File: config.mk
export PLATFORM = sky130hd
export DESIGN_NAME = mux_arbiter_flat
export DESIGN_NICKNAME = d
export VERILOG_FILES = /design/src/rtl/mux_arb_pkg.sv /design/src/rtl/mux_arbiter_if.sv /design/src/rtl/mux_arbiter_mux2.sv /design/src/rtl/mux_arbiter.sv /design/src/flat_wrapper.sv
export SDC_FILE = /design/constraint.sdc
export NUM_CORES = 1
export LEC_CHECK = 0
export ABC_AREA = 1
export BUFFER_PORTS_ARGS = -buffer_cell sky130_fd_sc_hd__buf_4
export CAP_MARGIN = 25
export CORE_MARGIN = 10
export CORE_UTILIZATION = 47
export DETAILED_ROUTE_END_ITERATION = 10
export PLACE_DENSITY = 0.77
export SLEW_MARGIN = 5
export SYNTH_ARGS = -nofsm -noshare
export SYNTH_HDL_FRONTEND = slang
export SYNTH_SLANG_ARGS = --single-unit
File: constraint.sdc
create_clock -name clk -period 1.76 [get_ports clk]
set_input_delay 0 -clock clk [delete_from_list [all_inputs] [get_ports clk]]
set_output_delay 0 -clock clk [all_outputs]
set_load 0.005 [all_outputs]
File: src/rtl/mux_arb_pkg.sv
// Shared state encoding and source identifiers for the two-requester
// round-robin mux arbiter.
package mux_arb_pkg;

    typedef enum logic [1:0] {
        IDLE   = 2'd0,
        GRANT0 = 2'd1,
        GRANT1 = 2'd2
    } state_t;

    localparam logic SRC_IN0 = 1'b0;
    localparam logic SRC_IN1 = 1'b1;

    // The requester that should be preferred after src finishes its burst.
    function automatic logic other_src(input logic src);
        return (src == SRC_IN0) ? SRC_IN1 : SRC_IN0;
    endfunction

endpackage

File: src/rtl/mux_arbiter_if.sv
// Two valid/ready/last request streams in, one registered stream out.
// The slave modport is the arbiter side; master is the producers/consumer side.
interface mux_arbiter_if #(
    parameter int WIDTH = 8
);
    logic             in0_valid;
    logic [WIDTH-1:0] in0_data;
    logic             in0_last;
    logic             in0_ready;

    logic             in1_valid;
    logic [WIDTH-1:0] in1_data;
    logic             in1_last;
    logic             in1_ready;

    logic             out_valid;
    logic [WIDTH-1:0] out_data;
    logic             out_last;
    logic             out_src;
    logic             out_ready;

    modport slave (
        input  in0_valid, in0_data, in0_last,
        output in0_ready,
        input  in1_valid, in1_data, in1_last,
        output in1_ready,
        output out_valid, out_data, out_last, out_src,
        input  out_ready
    );

    modport master (
        output in0_valid, in0_data, in0_last,
        input  in0_ready,
        output in1_valid, in1_data, in1_last,
        input  in1_ready,
        input  out_valid, out_data, out_last, out_src,
        output out_ready
    );

endinterface

File: src/rtl/mux_arbiter_mux2.sv
// Parameterised 2:1 datapath mux shared by the two requesters.
module mux_arbiter_mux2 #(
    parameter int WIDTH = 8
) (
    input  logic             i_sel,
    input  logic [WIDTH-1:0] i_d0,
    input  logic [WIDTH-1:0] i_d1,
    output logic [WIDTH-1:0] o_y
);

    assign o_y = i_sel ? i_d1 : i_d0;

endmodule

File: src/rtl/mux_arbiter.sv
// Round-robin arbiter with burst locking that shares one 2:1 mux between two
// streaming requesters and drives a one-beat-deep registered output.
module mux_arbiter
    import mux_arb_pkg::*;
#(
    parameter int WIDTH     = 8,
    parameter int MAX_BURST = 4
) (
    input  logic         clk,
    input  logic         rst_n,
    mux_arbiter_if.slave bus
);

    localparam int CW = $clog2(MAX_BURST + 1);

    state_t           r_state;
    logic [CW-1:0]    r_count;
    logic             r_ptr;
    logic             r_out_valid;
    logic [WIDTH-1:0] r_out_data;
    logic             r_out_last;
    logic             r_out_src;

    logic             w_sel;
    logic             w_granted;
    logic             w_adv;
    logic             w_valid;
    logic             w_last;
    logic             w_acc;
    logic             w_close;
    logic [WIDTH-1:0] w_mux_data;

    assign w_sel     = (r_state == GRANT1);
    assign w_granted = (r_state == GRANT0) || (r_state == GRANT1);
    assign w_adv     = !r_out_valid || bus.out_ready;

    assign bus.in0_ready = (r_state == GRANT0) && w_adv;
    assign bus.in1_ready = (r_state == GRANT1) && w_adv;

    assign w_valid = w_sel ? bus.in1_valid : bus.in0_valid;
    assign w_last  = w_sel ? bus.in1_last  : bus.in0_last;
    assign w_acc   = w_granted && w_valid && w_adv;
    // A burst closes on an explicit last or on the MAX_BURST-th accepted beat.
    assign w_close = w_last || (r_count == CW'(MAX_BURST - 1));

    mux_arbiter_mux2 #(
        .WIDTH (WIDTH)
    ) u_mux (
        .i_sel (w_sel),
        .i_d0  (bus.in0_data),
        .i_d1  (bus.in1_data),
        .o_y   (w_mux_data)
    );

    always_ff @(posedge clk or negedge rst_n) begin
        if (!rst_n) begin
            r_state     <= IDLE;
            r_count     <= '0;
            r_ptr       <= SRC_IN0;
            r_out_valid <= 1'b0;
            r_out_data  <= '0;
            r_out_last  <= 1'b0;
            r_out_src   <= SRC_IN0;
        end else begin
            case (r_state)
                IDLE: begin
                    if (bus.in0_valid && (!bus.in1_valid || r_ptr == SRC_IN0)) begin
                        r_state <= GRANT0;
                    end else if (bus.in1_valid) begin
                        r_state <= GRANT1;
                    end
                end
                GRANT0, GRANT1: begin
                    if (w_acc) begin
                        if (w_close) begin
                            r_state <= IDLE;
                            r_count <= '0;
                            r_ptr   <= other_src(w_sel);
                        end else begin
                            r_count <= r_count + CW'(1);
                        end
                    end
                end
                default: r_state <= IDLE;
            endcase

            // Data/last/src only move on an accepted beat; a drain just drops valid.
            if (w_acc) begin
                r_out_valid <= 1'b1;
                r_out_data  <= w_mux_data;
                r_out_last  <= w_close;
                r_out_src   <= w_sel;
            end else if (bus.out_ready) begin
                r_out_valid <= 1'b0;
            end
        end
    end

    assign bus.out_valid = r_out_valid;
    assign bus.out_data  = r_out_data;
    assign bus.out_last  = r_out_last;
    assign bus.out_src   = r_out_src;

endmodule

File: src/flat_wrapper.sv
// flat-port wrapper written by rule: the top's interface ports become plain ports
module mux_arbiter_flat import mux_arb_pkg::*;
#(
    parameter int WIDTH     = 8,
    parameter int MAX_BURST = 4
)
  (clk, rst_n, bus_in0_valid, bus_in0_data, bus_in0_last, bus_in0_ready, bus_in1_valid, bus_in1_data, bus_in1_last, bus_in1_ready, bus_out_valid, bus_out_data, bus_out_last, bus_out_src, bus_out_ready);
  mux_arbiter_if #(.WIDTH(WIDTH)) bus_i ();
  input  logic clk;
  input  logic rst_n;
  input wire logic [$bits(bus_i.in0_valid)-1:0] bus_in0_valid;
  input wire logic [$bits(bus_i.in0_data)-1:0] bus_in0_data;
  input wire logic [$bits(bus_i.in0_last)-1:0] bus_in0_last;
  output wire logic [$bits(bus_i.in0_ready)-1:0] bus_in0_ready;
  input wire logic [$bits(bus_i.in1_valid)-1:0] bus_in1_valid;
  input wire logic [$bits(bus_i.in1_data)-1:0] bus_in1_data;
  input wire logic [$bits(bus_i.in1_last)-1:0] bus_in1_last;
  output wire logic [$bits(bus_i.in1_ready)-1:0] bus_in1_ready;
  output wire logic [$bits(bus_i.out_valid)-1:0] bus_out_valid;
  output wire logic [$bits(bus_i.out_data)-1:0] bus_out_data;
  output wire logic [$bits(bus_i.out_last)-1:0] bus_out_last;
  output wire logic [$bits(bus_i.out_src)-1:0] bus_out_src;
  input wire logic [$bits(bus_i.out_ready)-1:0] bus_out_ready;
  assign bus_i.in0_valid = bus_in0_valid;
  assign bus_i.in0_data = bus_in0_data;
  assign bus_i.in0_last = bus_in0_last;
  assign bus_in0_ready = bus_i.in0_ready;
  assign bus_i.in1_valid = bus_in1_valid;
  assign bus_i.in1_data = bus_in1_data;
  assign bus_i.in1_last = bus_in1_last;
  assign bus_in1_ready = bus_i.in1_ready;
  assign bus_out_valid = bus_i.out_valid;
  assign bus_out_data = bus_i.out_data;
  assign bus_out_last = bus_i.out_last;
  assign bus_out_src = bus_i.out_src;
  assign bus_i.out_ready = bus_out_ready;
  mux_arbiter #(.WIDTH(WIDTH), .MAX_BURST(MAX_BURST)) u_core (.clk(clk), .rst_n(rst_n), .bus(bus_i));
endmodule
After elaboration in Yosys (flattened, before gate mapping)
Index checks and enable logic that the tools add are counted.
- logic and storage cells: 44
- output and inout port bits: 13
- bits of input ports: 23
- register bits: 17
- multiplexer cells: 12
- add/subtract/negate cells: 1
- eq/ne operators: 6
- reduce and logical (&&, ||, !) cells: 17
- bitwise operators: 1
- operators by type and width (cell ; count):
    $mux W2 ; 4
    $mux W8 ; 1
    $reduce_and A3 Y1 ; 2
    $logic_and A1 B1 Y1 ; 5
    $mux W1 ; 5
    $logic_or A1 B1 Y1 ; 4
    $ne A2 B1 Y1 const B ; 2
    $pmux W2 S2 ; 1
    $add A3 B1 Y3 const B ; 1
    $eq A3 B2 Y1 const B ; 1
    $mux W3 ; 1
    $ne A3 B2 Y1 const B ; 1
    $eq A2 B1 Y1 const B ; 1
    $eq A2 B2 Y1 const B ; 1
    $logic_not A1 Y1 ; 2
    $logic_not A2 Y1 ; 1
    $reduce_and A2 Y1 ; 1
    $reduce_bool A2 Y1 ; 1
    $reduce_or A2 Y1 ; 1
    $not A1 Y1 ; 1

Depth between registers and ports, before layout
- depth in word-level cells: 6
- depth in mapped cells: 10
- mapped depth without buffers: 10

Modules after synthesis
Synthesis repeated with hierarchy kept, for this count alone.
- cells, all modules: 124
- area total of the unflattened synthesis: 945.9 um^2
- modules (own cells, without submodules) (module ; area each (um^2) ; times used ; cells each ; seq. area each (um^2)):
    mux_arbiter ; 840.8 ; 1 ; 98 ; 425.4
    mux_arbiter_mux2 ; 105.1 ; 1 ; 26 ; 0.0

Worst setup path before layout
OpenSTA, ideal clock, no wires.
- path type: flip-flop to flip-flop
- from: register u_core.r_state[0]
- to: register u_core.r_state[1]
- setup time: 117 ps
- data required time: 1643 ps
- buffers on the path: 1
- period minus slack after synthesis: 1319 ps
- stages on the path, launching flop included: 9
- path slack: 441 ps
- arrival: 1202 ps
- cell sequence: dfrtp_1 -> inv_1 -> ha_1 -> buf_4 -> nand2_1 -> nand4_1 -> nand3_1 -> nand2_1 -> nand2_1
- longest elaborated chain between the ends: 6
- elaborated cells on any way between the ends: 15
- those cells by class: 5 x eq/ne; 3 x mux; 7 x reduce/logical
- ends and longest elaborated chain (what ; RTL line ; RTL):
    from (decl) ; mux_arbiter.sv:16 ; state_t r_state;
    from (signal assigned) ; mux_arbiter.sv:57 ; r_state <= IDLE;
    from (signal assigned) ; mux_arbiter.sv:68 ; r_state <= GRANT0;
    from (signal assigned) ; mux_arbiter.sv:70 ; r_state <= GRANT1;
    $eq A2 B2 Y1 * ; mux_arbiter.sv:33 ; assign w_sel = (r_state == GRANT1);
    named net u_core.u_mux.i_sel ; mux_arbiter_mux2.sv:5 ; input logic i_sel,
    $mux W1 / $logic_or A1 B1 Y1 (equally long branches) ; mux_arbiter.sv:40, mux_arbiter.sv:34 ;
    $logic_and A1 B1 Y1 (2 in series) ; mux_arbiter.sv:42 ; assign w_acc = w_granted && w_valid && w_adv;
    $ne A2 B1 Y1 (no source line) ; - ;
    $reduce_and A3 Y1 (no source line) ; - ;
The timed path passes the listed nets; every way through them passes the cells marked *.
A chain may end at the register's enable or synchronous reset.

Final worst setup path
- from: register u_core.r_state[0]
- to: register u_core.r_out_data[7], in the netlist u_core.bus.out_data[7]
- longest elaborated chain between the ends: 4
- elaborated cells on any way between the ends: 7
- those cells by class: 2 x eq/ne; 2 x mux; 3 x reduce/logical
- ends and longest elaborated chain (what ; RTL line ; RTL):
    $eq A2 B2 Y1 * ; mux_arbiter.sv:33 ;
    named net u_core.u_mux.i_sel ; mux_arbiter_mux2.sv:5 ;
    $mux W1 / $logic_or A1 B1 Y1 (equally long branches) ; mux_arbiter.sv:40, mux_arbiter.sv:34 ;
    $logic_and A1 B1 Y1 (2 in series) ; mux_arbiter.sv:42 ;
    to (signal assigned) ; mux_arbiter.sv:90 ; r_out_data <= w_mux_data;
    to (decl) ; mux_arbiter.sv:20 ; logic [WIDTH-1:0] r_out_data;
Marks and branches as above.

==> run metrics <==
Post-Route WL=between 2 and 2.5 mm; most frequent cells in the layout=buf_4, nand2_1, nor2_1; Peak VDD IR=~0.81 mV; Die H=64.4 um; cts bufs inserted=3; hold crit path type=input pin to register; Critical Path, Cell by Cell=inv_1, ha_1, inv_2, nand2_1, nand2_2, nand3_4, buf_4, o31ai_1; fraction of layout cells with a size suffix above 1=0.338; slowest CP cell=dfrtp_1; grt ovf=0; clock latency on the worst-skew pair=280 ps; vias per cell=4.81; CP endpoint kind=register; Iter 0 DRT Violations=41; IO buf count=35; Synth Instances=around 110; Initial Util=0.483; Site Rows=16; largest cells by area after synthesis=dfrtp_1, nand2_1, nor2_1, ha_1, o31ai_2; DRT antenna net count=0; unrepaired setup endpoints after global routing=no; Diodes inserted=0; final cell count without fillers=178; fin util=0.666; WP data required=1950 ps; syn_nets=137; total negative slack=0 ps; Worst setup SP type=register; die extent in x=approximately 64 um; drt drc=0; crit path max fanout=14; Yosys warning total=0; initial antenna violation count=0; fin nets=between 150 and 200; Seq/Total Area, Yosys=0.458; Finish-stage setup viols=0; clock root cell=clkbuf_4; part of the power in the clock network=0.112; H-tree levels=1; Reg clk slew, reported paths=100 ps; vias in the first global route=889; largest net degree at the start of global routing=18; CTS tree=done; via count=roughly 860; global-route wire length before repair=about 4.0 mm; Max stage delay on crit path=just under 400 ps; fin crit period=1600 ps; combinational share of power=0.531; NetSw=between 0.0007 and 0.0008 W; die area=0.00415 sq mm; final number of max-transition violations=0; router iterations before antenna repair=4; Netlist cell types=19; synthesized flop and latch total=17; Ports=36; Final Hold Fails=0; top cell type's share of synthesized area=0.458; final worst path period share=0.910; Post-DP HPWL=~1.9 mm; Area Overhead vs Synth=37.9%; syn avg cell area=around 8.5 sq um; sequential power share=0.357; Rel. slew slack=0.857; drt wl/cell=about 13 um; cell area after synthesis=about 930 sq um; fin area=between 0.001 and 0.0015 sq mm; area leader, netlist=dfrtp_1; core area=roughly 0.0019 sq mm; Placer Congestion=~0.80; Crit Path Category=register to register; status=completed; Power Internal=about 0.0011 W; clk sinks=17; hold slack=just under 10 ps; Placed Area=~0.0012 sq mm; worst slew pin tran=between 200 and 250 ps; clk buf depth=2; fmax=around 0.62 GHz; gr usage total=0.119; Worst Clk Skew=about 1.2 ps; Switching Fraction=0.400; Arr. time, crit path=about 1800 ps; PwrDens=1460 mW/mm^2; placed insts=~170; commonest non-fill, non-tap cell in the layout=buf_4; LEAKAGE=0.691 nW; max-cap violations=0
[through the flow]
stage,total power [W],worst slack (ps)
floorplan,0.00127,441
global placement,0.00163,289
detailed placement,0.00167,161
CTS,0.00189,158
global route,0.00204,40.3
finish,0.00187,158
[power groups by stage]
| stage | Clock [W] | Sequential (W) | Combinational, W |
|---|---|---|---|
| 3_3_place_gp | 0 | 0.000673 | 0.000958 |
| 2_1_floorplan | 0 | 0.000667 | 0.000602 |
| 5_1_grt | 0.000232 | 0.000689 | 0.00112 |
| 4_1_cts | 0.000213 | 0.000670 | 0.00101 |
| 6_report | 0.000209 | 0.000668 | 0.000992 |
| 3_5_place_dp | 0 | 0.000676 | 0.000997 |
[cell type report]
type	count	area, sq um
clock buffers	4	26.3
fillers	179	642
inverters	10	37.5
multi-input cells	78	434
flip-flops and latches	17	425
well taps	27	33.8
repair buffers	42	323
[layer usage]
| layer | track usage | part of all wire | vias to the layer above | wire length, um |
|---|---|---|---|---|
| met2 | 0.219 | 0.55 | 17 | 1300 |
| li1 | - | - | 434 | - |
| met1 | 0.124 | 0.39 | 404 | 923 |
| met3 | 0.0275 | 0.054 | 2 | 128 |
| met5 | 0 | 0 | - | 0 |
| met4 | 0.0561 | 0.015 | 0 | 36 |
[timing repair]
item / 4_1_cts / 5_1_grt
setup buffers: 0 / 0
hold buffers: 3 / 0
endpoints found under the setup margin: 0 / 0
gates resized for setup: 0 / 0
hold endpoints to repair: 19 / 0
[worst max-delay path: cells and delay by family (launching register included)]
| kind | cells | cell delay, ps |
|---|---|---|
| buffers and inverters | 3 | 360 |
| flip-flops | 1 | 390 |
| AND/OR/NAND/NOR | 3 | 290 |
| AO/OA/AOI/OAI | 1 | 210 |
| adder cells (fa/ha/maj) | 1 | 250 |
[sequential cells by signal, summed over array words and instances, names as in the netlist]
name                  count
u_core.bus.out_data       8
u_core.bus.out_last       1
u_core.bus.out_src        1
u_core.bus.out_valid      1
u_core.r_count            3
u_core.r_ptr              1
u_core.r_state            2
[cell families (layout without fill, tap and decap cells)]
logic type / after synthesis / after routing / share of synthesized area
AND/OR/NAND/NOR: 59 / 59 / 0.274
flip-flops: 17 / 17 / 0.458
AO/OA/AOI/OAI: 14 / 14 / 0.127
buffers and inverters: 14 / 56 / 0.0741
adder cells (fa/ha/maj): 5 / 5 / 0.0674
[cell usage after synthesis]
cell,count
o31ai_1,4
ha_1,5
inv_2,1
o21ai_0,2
dfrtp_1,17
nand3_2,1
nor2_1,22
o21ai_1,1
o31ai_2,5
buf_2,1
nand3_1,2
a21oi_1,2
nand4_1,3
nand2_1,29
nand3_4,1
nand2_2,1
inv_1,9
buf_4,2
buf_6,1
[final timing paths]
kind,from,endpoint,slack (ps),cells after the start
hold / removal,bus_in1_valid,u_core.r_state[1],10,3
setup reg to reg,u_core.r_state[0],u_core.bus.out_data[7],160,8
min in group asynchronous,rst_n,u_core.bus.out_data[2],110,2
hold reg to reg,u_core.r_count[2],u_core.r_count[2],500,2
setup / recovery,u_core.r_state[0],u_core.bus.out_data[7],160,8
max in group asynchronous,rst_n,u_core.bus.out_data[0],1470,2
Note: power is estimated with default switching activity, not from simulation.
